**src/rtl/piso_serializer_if.sv**
```systemverilog
// piso_serializer_if: handshake and serial-output bundle for piso_serializer.
//   din        parallel word offered by upstream
//   din_valid  upstream has a word on din
//   din_ready  serializer can take a word this cycle
//   sout       serial data bit towards the shift chain
//   sout_valid sout carries a real data bit
//   frame      first bit of a word is on sout
//   busy       serializer is shifting a word
// master: upstream / observer side; slave: the serializer itself.
interface piso_serializer_if #(
  parameter int unsigned WIDTH = 8
);
  logic [WIDTH-1:0] din;
  logic             din_valid;
  logic             din_ready;
  logic             sout;
  logic             sout_valid;
  logic             frame;
  logic             busy;

  modport master (
    output din, din_valid,
    input  din_ready, sout, sout_valid, frame, busy
  );

  modport slave (
    input  din, din_valid,
    output din_ready, sout, sout_valid, frame, busy
  );
endinterface

```
**src/rtl/piso_serializer.sv**
```systemverilog
// piso_serializer: parallel-in serial-out converter feeding a serial shift chain.
// Takes a WIDTH-bit word on a valid/ready handshake and emits one bit per clock,
// MSB or LSB first. Back-to-back words stream with no idle bit; frame marks bit 0.
// Ports:
//   clk      rising-edge system clock
//   reset_n  asynchronous active-low reset
//   bus      slave side of piso_serializer_if (din, din_valid, din_ready,
//            sout, sout_valid, frame, busy)
module piso_serializer #(
  parameter int unsigned WIDTH     = 8,
  parameter bit          MSB_FIRST = 1'b1
) (
  input  logic            clk,
  input  logic            reset_n,
  piso_serializer_if.slave bus
);

  localparam int unsigned CntW = (WIDTH > 1) ? $clog2(WIDTH) : 1;
  localparam logic [CntW-1:0] CntLast = CntW'(WIDTH - 1);

  typedef enum logic [0:0] {StIdle, StShift} state_e;

  state_e           state_q, state_d;
  logic [WIDTH-1:0] shreg_q, shreg_d;
  logic [CntW-1:0]  cnt_q, cnt_d;
  logic             frame_q, frame_d;

  logic last_bit;
  logic accept;

  assign last_bit      = (state_q == StShift) && (cnt_q == CntLast);
  // Ready on the last bit lets the next word load with no gap cycle.
  assign bus.din_ready = (state_q == StIdle) || last_bit;
  assign accept        = bus.din_valid && bus.din_ready;

  always_comb begin
    state_d = state_q;
    shreg_d = shreg_q;
    cnt_d   = cnt_q;
    frame_d = 1'b0;
    if (accept) begin
      state_d = StShift;
      shreg_d = bus.din;
      cnt_d   = '0;
      frame_d = 1'b1;
    end else if (state_q == StShift) begin
      if (last_bit) begin
        state_d = StIdle;
        shreg_d = '0;
        cnt_d   = '0;
      end else begin
        // Move the next bit toward the output end, zero-filling behind it.
        if (MSB_FIRST) begin
          shreg_d = {shreg_q[WIDTH-2:0], 1'b0};
        end else begin
          shreg_d = {1'b0, shreg_q[WIDTH-1:1]};
        end
        cnt_d = cnt_q + 1'b1;
      end
    end
  end

  always_ff @(posedge clk or negedge reset_n) begin
    if (!reset_n) begin
      state_q <= StIdle;
      shreg_q <= '0;
      cnt_q   <= '0;
      frame_q <= 1'b0;
    end else begin
      state_q <= state_d;
      shreg_q <= shreg_d;
      cnt_q   <= cnt_d;
      frame_q <= frame_d;
    end
  end

  // All serial outputs come straight from flops; the register is zero in idle.
  assign bus.sout       = MSB_FIRST ? shreg_q[WIDTH-1] : shreg_q[0];
  assign bus.sout_valid = (state_q == StShift);
  assign bus.busy       = (state_q == StShift);
  assign bus.frame      = frame_q;

endmodule
```
**src/flat_wrapper.sv**
```systemverilog
// flat-port wrapper written by rule: the top's interface ports become plain ports
module piso_serializer_flat 
#(
  parameter int unsigned WIDTH     = 8,
  parameter bit          MSB_FIRST = 1'b1
)
  (clk, reset_n, bus_din, bus_din_valid, bus_din_ready, bus_sout, bus_sout_valid, bus_frame, bus_busy);
  piso_serializer_if #(.WIDTH(WIDTH)) bus_i ();
  input  logic clk;
  input  logic reset_n;
  input wire logic [$bits(bus_i.din)-1:0] bus_din;
  input wire logic [$bits(bus_i.din_valid)-1:0] bus_din_valid;
  output wire logic [$bits(bus_i.din_ready)-1:0] bus_din_ready;
  output wire logic [$bits(bus_i.sout)-1:0] bus_sout;
  output wire logic [$bits(bus_i.sout_valid)-1:0] bus_sout_valid;
  output wire logic [$bits(bus_i.frame)-1:0] bus_frame;
  output wire logic [$bits(bus_i.busy)-1:0] bus_busy;
  assign bus_i.din = bus_din;
  assign bus_i.din_valid = bus_din_valid;
  assign bus_din_ready = bus_i.din_ready;
  assign bus_sout = bus_i.sout;
  assign bus_sout_valid = bus_i.sout_valid;
  assign bus_frame = bus_i.frame;
  assign bus_busy = bus_i.busy;
  piso_serializer #(.WIDTH(WIDTH), .MSB_FIRST(MSB_FIRST)) u_core (.clk(clk), .reset_n(reset_n), .bus(bus_i));
endmodule
```
**config.mk**
```make
export PLATFORM = sky130hd
export DESIGN_NAME = piso_serializer_flat
export DESIGN_NICKNAME = d
export VERILOG_FILES = /design/src/rtl/piso_serializer_if.sv /design/src/rtl/piso_serializer.sv /design/src/flat_wrapper.sv
export SDC_FILE = /design/constraint.sdc
export NUM_CORES = 1
export LEC_CHECK = 0
export CORE_MARGIN = 5
export CORE_UTILIZATION = 42
export DETAILED_ROUTE_END_ITERATION = 12
export MAX_ROUTING_LAYER = met4
export PLACE_DENSITY = 0.82
export SLEW_MARGIN = 30
export SYNTH_ARGS = -nofsm -noshare
export SYNTH_HDL_FRONTEND = slang
export SYNTH_SLANG_ARGS = --single-unit
export TNS_END_PERCENT = 50
```
**constraint.sdc**
```tcl
create_clock -name clk -period 1.3 [get_ports clk]
set_input_delay 0.13 -clock clk [delete_from_list [all_inputs] [get_ports clk]]
set_output_delay 0.13 -clock clk [all_outputs]
set_load 0.01 [all_outputs]
```
==> impl_metrics.json, run 1 <==
{
  "worst_slack_ns": -0.146,
  "clk_pin_slew_ns": 0.08,
  "period_needed_ns": 1.45,
  "utilization_pct": 63.8,
  "power.leakage_nw": 0.426,
  "synth_top_area_cell": "dfrtp_1",
  "required_ns": 1.17,
  "track_usage_pct": 13.8,
  "cp_max_fo": 2,
  "die-width_um": 49.7,
  "clock_path_buffers": 2,
  "synth_edf_count": 0,
  "synthToLayoutAreaGrowth_pct": 45.2,
  "tns_ns": -0.545,
  "ys_ff_latch": 13,
  "synth_commonest_cells": "13 x dfrtp_1, 8 x mux2i_1, 8 x nand3_1",
  "swShare_pct": 33.8,
  "num_io_pins": 16,
  "core-area_um2": 1510,
  "yosys.area_share.simple_pct": 10.6,
  "slew_viol_final": 0,
  "combPwrFrac_pct": 50.0,
  "rows": 14,
  "synth.top_cell.area_share_pct": 49.1,
  "route.detailed.drc": 0,
  "startpoint_type": "flop",
  "clk_latency_ns": 0.27,
  "cts.sinks": 13,
  "outcome": "finished, violations left",
  "cp.depth": 5,
  "relSlewSlack_pct": 84.3,
  "multiInputGateArea_um2": 329,
  "async_flop_share_pct": 100,
  "yosysMostFrequentCell": "dfrtp_1",
  "path_class": "flop to output port",
  "synth-compound-area-share_pct": 12.7,
  "syn-cell-area_um2": 662,
  "first_iter_violations": 9,
  "first_pass_iters": 3,
  "clock_skew_ns": 0.00112,
  "critPathMaxStageDelay_ns": 0.39,
  "antenna_found_initial": 0,
  "synthXorXnorAreaFrac_pct": 0,
  "fin_area_um2": 961,
  "vias_per_cell": 5.34,
  "synth-adder-area-share_pct": 3.78,
  "crit_chain": "ha_2, ha_4, nor2b_4, inv_4, buf_6",
  "p_switching_uw": 591,
  "drive_gt1_share_pct": 30.5,
  "power_density_nw_per_um2": 1820,
  "setup_viol": 9,
  "intPower_mw": 1.16,
  "dieArea_um2": 2470,
  "yosys_warnings": 0,
  "grt_max_degree": 20,
  "worst_slew_pin_slew_ns": 0.229,
  "hold_class": "primary input to asynchronous set/reset pin",
  "path_delay_family": "flip-flops",
  "irDropWorstVdd_v": 0.00102,
  "htreeDepth": 1,
  "r2r_cells": 6,
  "total_power_mw": 1.75,
  "syn-instance-count": 59,
  "yosys-top-cells-area": "dfrtp_1 49%, mux2i_1 12%, o221ai_1 9.3%",
  "grt.overflow.total": 0,
  "syn_nets": 72,
  "wirelength_mm": 1.47,
  "ant_nets": 0,
  "clkPwrFrac_pct": 14.0,
  "wl_per_cell_um": 15.0,
  "dieHeight_um": 49.7,
  "cts_buffers": 3,
  "slowest_stage": "dfrtp_1",
  "routabilityCongestion": 0.715,
  "synth_top_flop_cell": "dfrtp_1",
  "cap_violations": 0,
  "clock.fmax_mhz": 691,
  "cts_root_buf": "clkbuf_4",
  "synthMuxAreaShare_pct": 13.8,
  "fillers": 124,
  "grt_pass1_vias": 569,
  "avgSynthCellArea_um2": 11.2,
  "grt_pass1_wl_mm": 2.54,
  "antenna_cells": 0,
  "violations": "setup timing",
  "finalNetCount": 96,
  "hold_violations": 0,
  "ff_latch_area_um2": 325,
  "dpl_cell_area_um2": 878,
  "synth_top_family_by_area": "multiplexers",
  "start_util_pct": 43.9,
  "vias": 523,
  "yosysSeqAreaShare_pct": 49.1,
  "period_share_pct": 111,
  "cp.buffers_inverters": 2,
  "rsz0062_at_grt": "yes",
  "io_buffers": 15,
  "cts_tree": "done",
  "ys_types": 17,
  "end_kind": "output port",
  "critPathArrivalTime_ns": 1.32,
  "pwr-share-seq_pct": 36.0
}
==> per-layer routing <==
layer / up-vias / wire [um] / part of all wire [%] / track usage (%)
met1: 250 / 658 / 45 / 15.9
met3: 2 / 61 / 4.2 / 3.61
met4: 0 / 9 / 0.61 / 7.86
li1: 259 / - / - / -
met2: 12 / 738 / 50 / 21.4
met5: - / 0 / 0 / -
==> worst paths after layout <==
check                                 from           endpoint  slack (ns)
max in group asynchronous          reset_n  u_core.shreg_q[1]        0.98
min reg2reg                u_core.cnt_q[2]    u_core.cnt_q[2]        0.57
max                        u_core.cnt_q[1]      bus_din_ready       -0.15
min in group clk                bus_din[0]  u_core.shreg_q[0]        0.48
min                                reset_n  u_core.shreg_q[3]        0.16
max reg2reg                u_core.cnt_q[1]   u_core.bus.frame       -0.06
==> cell usage in the layout, fill, tap and decap left out <==
cell type | netlist | routed
dlygate4sd2_1 | 0 | 3
mux2_2 | 1 | 1
inv_1 | 7 | 7
inv_4 | 0 | 1
a22o_1 | 2 | 2
clkbuf_1 | 0 | 1
mux2i_1 | 8 | 8
nor2b_4 | 1 | 1
clkdlybuf4s50_1 | 0 | 11
ha_2 | 0 | 1
nand3_1 | 8 | 8
dfrtp_1 | 13 | 13
and2_1 | 1 | 1
buf_12 | 0 | 1
ha_4 | 0 | 1
o21ai_0 | 1 | 1
clkbuf_4 | 0 | 3
buf_4 | 2 | 8
nor2_1 | 1 | 1
nand2b_1 | 1 | 1
buf_6 | 1 | 1
o221ai_2 | 0 | 7
==> power by group through the flow <==
stage,Combinational (mW),Clock [mW],Sequential [mW]
2_1_floorplan,0.457,0,0.639
3_3_place_gp,0.733,0,0.631
3_5_place_dp,0.754,0,0.634
4_1_cts,0.829,0.252,0.627
5_1_grt,0.954,0.273,0.645
6_report,0.874,0.245,0.630
==> worst register-to-register path, delay by kind of cell, from the launching register on <==
family        cells  cell delay (ns)
flops             1             0.39
buf+inv           2             0.21
fa+ha+maj         2             0.36
simple gates      2             0.28
==> metrics by stage <==
step / instances / hold slack [ns] / setup WS, ns
after floorplan: 59 / -0.166 / 0.0118
after global placement: 92 / 0.447 / -0.173
after detailed placement: 92 / 0.456 / -0.199
after CTS: 97 / 0.165 / -0.163
after global routing: 98 / 0.192 / -0.202
final: 98 / 0.164 / -0.146
==> state kept, by name, summed over array words and instances, names as in the netlist <==
| register | flops |
|---|---|
| u_core.cnt_q | 3 |
| u_core.shreg_q | 8 |
| u_core.bus.frame | 1 |
| u_core.bus.busy | 1 |
==> cells by family after synthesis <==
logic type	after synthesis
AO/OA/AOI/OAI	10
adder cells (fa/ha/maj)	2
buffers and inverters	13
flip-flops	13
multiplexers	9
AND/OR/NAND/NOR	12
==> what timing repair did <==
action,CTS,global route
gates resized for setup,13,2
pin swaps,1,1
hold buffers,0,0
setup buffers,1,1
setup endpoints to repair,12,11
cloned,0,0
==> area by class of cell <==
type	count	share of cell area, %
multi-input cells	33	34.2
flip-flops and latches	13	33.9
repair buffers	24	23.7
inverters	8	3.39
clock buffers	4	2.73
well taps	16	2.08
Note: power is estimated with default switching activity, not from simulation.
==> run 2: changes to the inputs <==
- clock period: 1.3 -> 1.23 ns (I/O delays scaled with it)
==> run 2 against run 1 <==
  * The run still ends with setup timing left
  * Non-clock buffer count rose by 1
  * First-iteration DRC count rose by 11%
  * Clock power rose by 6%
  * Die area did not move
  * Hold slack got worse by 0.011 ns
  * Utilization rose by 1.3 points
  * Clock-buffer cell count did not move
  * Sequential cell count did not move
  * Worst setup slack got worse by 0.083 ns
  * Final cell count rose by 1.0%
  * Wire length fell by 0.20%
  * Largest power group unchanged
==> impl_metrics.json, run 2 (synthesized netlist as in run 1, its figures left out) <==
{
  "grt_pass1_wl_mm": 2.62,
  "period_share_pct": 119,
  "track_usage_pct": 13.8,
  "slew_viol_final": 0,
  "largest_reg_flops": 8,
  "pwr-share-seq_pct": 35.8,
  "largestRegisters": "u_core.shreg_q x8, u_core.cnt_q x3",
  "die-width_um": 49.7,
  "cts_buffers": 3,
  "drive_gt1_share_pct": 31.3,
  "hold_ws_ns": 0.153,
  "antenna_cells": 0,
  "num_io_pins": 16,
  "grt_util_met2_pct": 21.4,
  "grtUsageMet3_pct": 3.01,
  "required_ns": 1.11,
  "hold_class": "primary input to asynchronous set/reset pin",
  "worst_slack_ns": -0.229,
  "antenna_found_initial": 0,
  "finalNetCount": 97,
  "power_density_nw_per_um2": 1920,
  "grt_max_degree": 19,
  "start_util_pct": 43.9,
  "route.detailed.drc": 0,
  "cts_hold_buf": 0,
  "p_switching_uw": 650,
  "r2r_cells": 6,
  "clk_pin_slew_ns": 0.08,
  "hold_violations": 0,
  "ant_nets": 0,
  "vias": 522,
  "grt_pass1_vias": 539,
  "r2r_slack_ns": -0.17,
  "clock_skew_ns": 0.00258,
  "rr_endpoint": "u_core.shreg_q[2]",
  "routabilityCongestion": 0.678,
  "setup_viol": 13,
  "worst_slew_pin_slew_ns": 0.257,
  "intPower_mw": 1.23,
  "cts.sinks": 13,
  "synthToLayoutAreaGrowth_pct": 48.2,
  "power.leakage_nw": 0.440,
  "cp_max_fo": 2,
  "top_usage_layer": "met2",
  "vias_per_cell": 5.27,
  "cts_tree": "done",
  "cap_violations": 0,
  "layout_common_cells": "13 x dfrtp_1, 10 x clkdlybuf4s50_1, 9 x buf_4",
  "violations": "setup timing",
  "grt.overflow.total": 0,
  "dieArea_um2": 2470,
  "end_kind": "output port",
  "r2r_start": "u_core.cnt_q[1]",
  "hpwl_mm": 1.09,
  "clock.fmax_mhz": 685,
  "htreeDepth": 1,
  "io_buffers": 15,
  "critPathArrivalTime_ns": 1.34,
  "wirelength_mm": 1.46,
  "wl_per_cell_um": 14.8,
  "clkPwrFrac_pct": 13.8,
  "rows": 14,
  "path_class": "flop to output port",
  "clock_path_buffers": 2,
  "clk_latency_ns": 0.26,
  "outcome": "finished, violations left",
  "final_common_cell": "dfrtp_1",
  "rsz0062_at_grt": "yes",
  "startpoint_type": "flop",
  "period_needed_ns": 1.46,
  "combPwrFrac_pct": 50.4,
  "swShare_pct": 34.6,
  "top_register": "u_core.shreg_q",
  "core-area_um2": 1510,
  "relSlewSlack_pct": 82.4,
  "cts_root_buf": "clkbuf_4",
  "fillers": 122,
  "irDropWorstVdd_v": 0.00115,
  "first_pass_iters": 5,
  "grtUsageMet1_pct": 17.4,
  "place_ws_ns": -0.287,
  "dieHeight_um": 49.7,
  "first_iter_violations": 10
}
[run 2: cell count changes in the layout (fill, tap and decap cells not counted)]
| cell | change |
|---|---|
| o221ai_4 | +1 |
| o221ai_2 | -1 |
| clkdlybuf4s50_1 | -1 |
| dlygate4sd2_1 | -1 |
| buf_4 | +1 |
| clkdlybuf4s15_1 | +2 |
[run 2: repair_timing]
item	CTS	global route
buffers inserted	0	1
pin swaps	2	2
setup endpoints to repair	17	16
gates cloned	0	0
gates resized for setup	15	4
[run 2: per-layer routing]
| metal | vias up | routed length, um |
|---|---|---|
| li1 | 260 | - |
| met1 | 250 | 671 |
| met2 | 10 | 733 |
| met3 | 2 | 39 |
| met4 | 0 | 20 |
| met5 | - | 0 |
[run 2: final cells by class]
cell class | instances | area (um^2) | share of cell area [%]
Sequential cell | 13 | 325 | 33.2
Tap cell | 16 | 20.0 | 2.04
Timing Repair Buffer | 25 | 236 | 24.1
Clock buffer | 4 | 26.3 | 2.68
Inverter | 8 | 32.5 | 3.32
Multi-Input combinational cell | 33 | 340 | 34.7
[run 2: metrics by stage]
step                      total power, mW  setup TNS, ns  utilization (%)  instance area (um^2)  cells
after floorplan                      1.16         -0.444                -                   686     59
after global placement               1.45         -0.739             59.3                   893     94
after detailed placement             1.50          -1.45             59.3                   893     94
after CTS                            1.83          -1.69             63.3                   953     98
after global routing                 2.03          -2.33             65.1                   981     99
final                                1.88          -1.57             65.1                   981     99
[run 2: power groups by stage]
| stage | Sequential [mW] | Clock, mW | Combinational, mW |
|---|---|---|---|
| global placement | 0.668 | 0 | 0.782 |
| global route | 0.694 | 0.301 | 1.03 |
| detailed placement | 0.684 | 0 | 0.812 |
| finish | 0.673 | 0.260 | 0.950 |
| CTS | 0.672 | 0.269 | 0.888 |
| floorplan | 0.675 | 0 | 0.483 |
[run 2: worst max path at each step]
stage / slack [ns] / startpoint / depth (start not counted) / endpoint
CTS: -0.25 / u_core.cnt_q[0] / 5 / bus_din_ready
finish: -0.23 / u_core.cnt_q[1] / 5 / bus_din_ready
detailed placement: -0.29 / u_core.cnt_q[1] / 5 / bus_din_ready
global placement: -0.23 / u_core.cnt_q[1] / 5 / bus_din_ready
global route: -0.29 / u_core.cnt_q[1] / 5 / bus_din_ready
floorplan: -0.06 / u_core.cnt_q[1] / 6 / u_core.bus.frame
[run 2: critical path: stages, from the launching register on]
cell and delay, ns:
dfrtp_1 0.40, ha_2 0.20, ha_4 0.17, nor2b_4 0.15, inv_4 0.04, buf_6 0.11
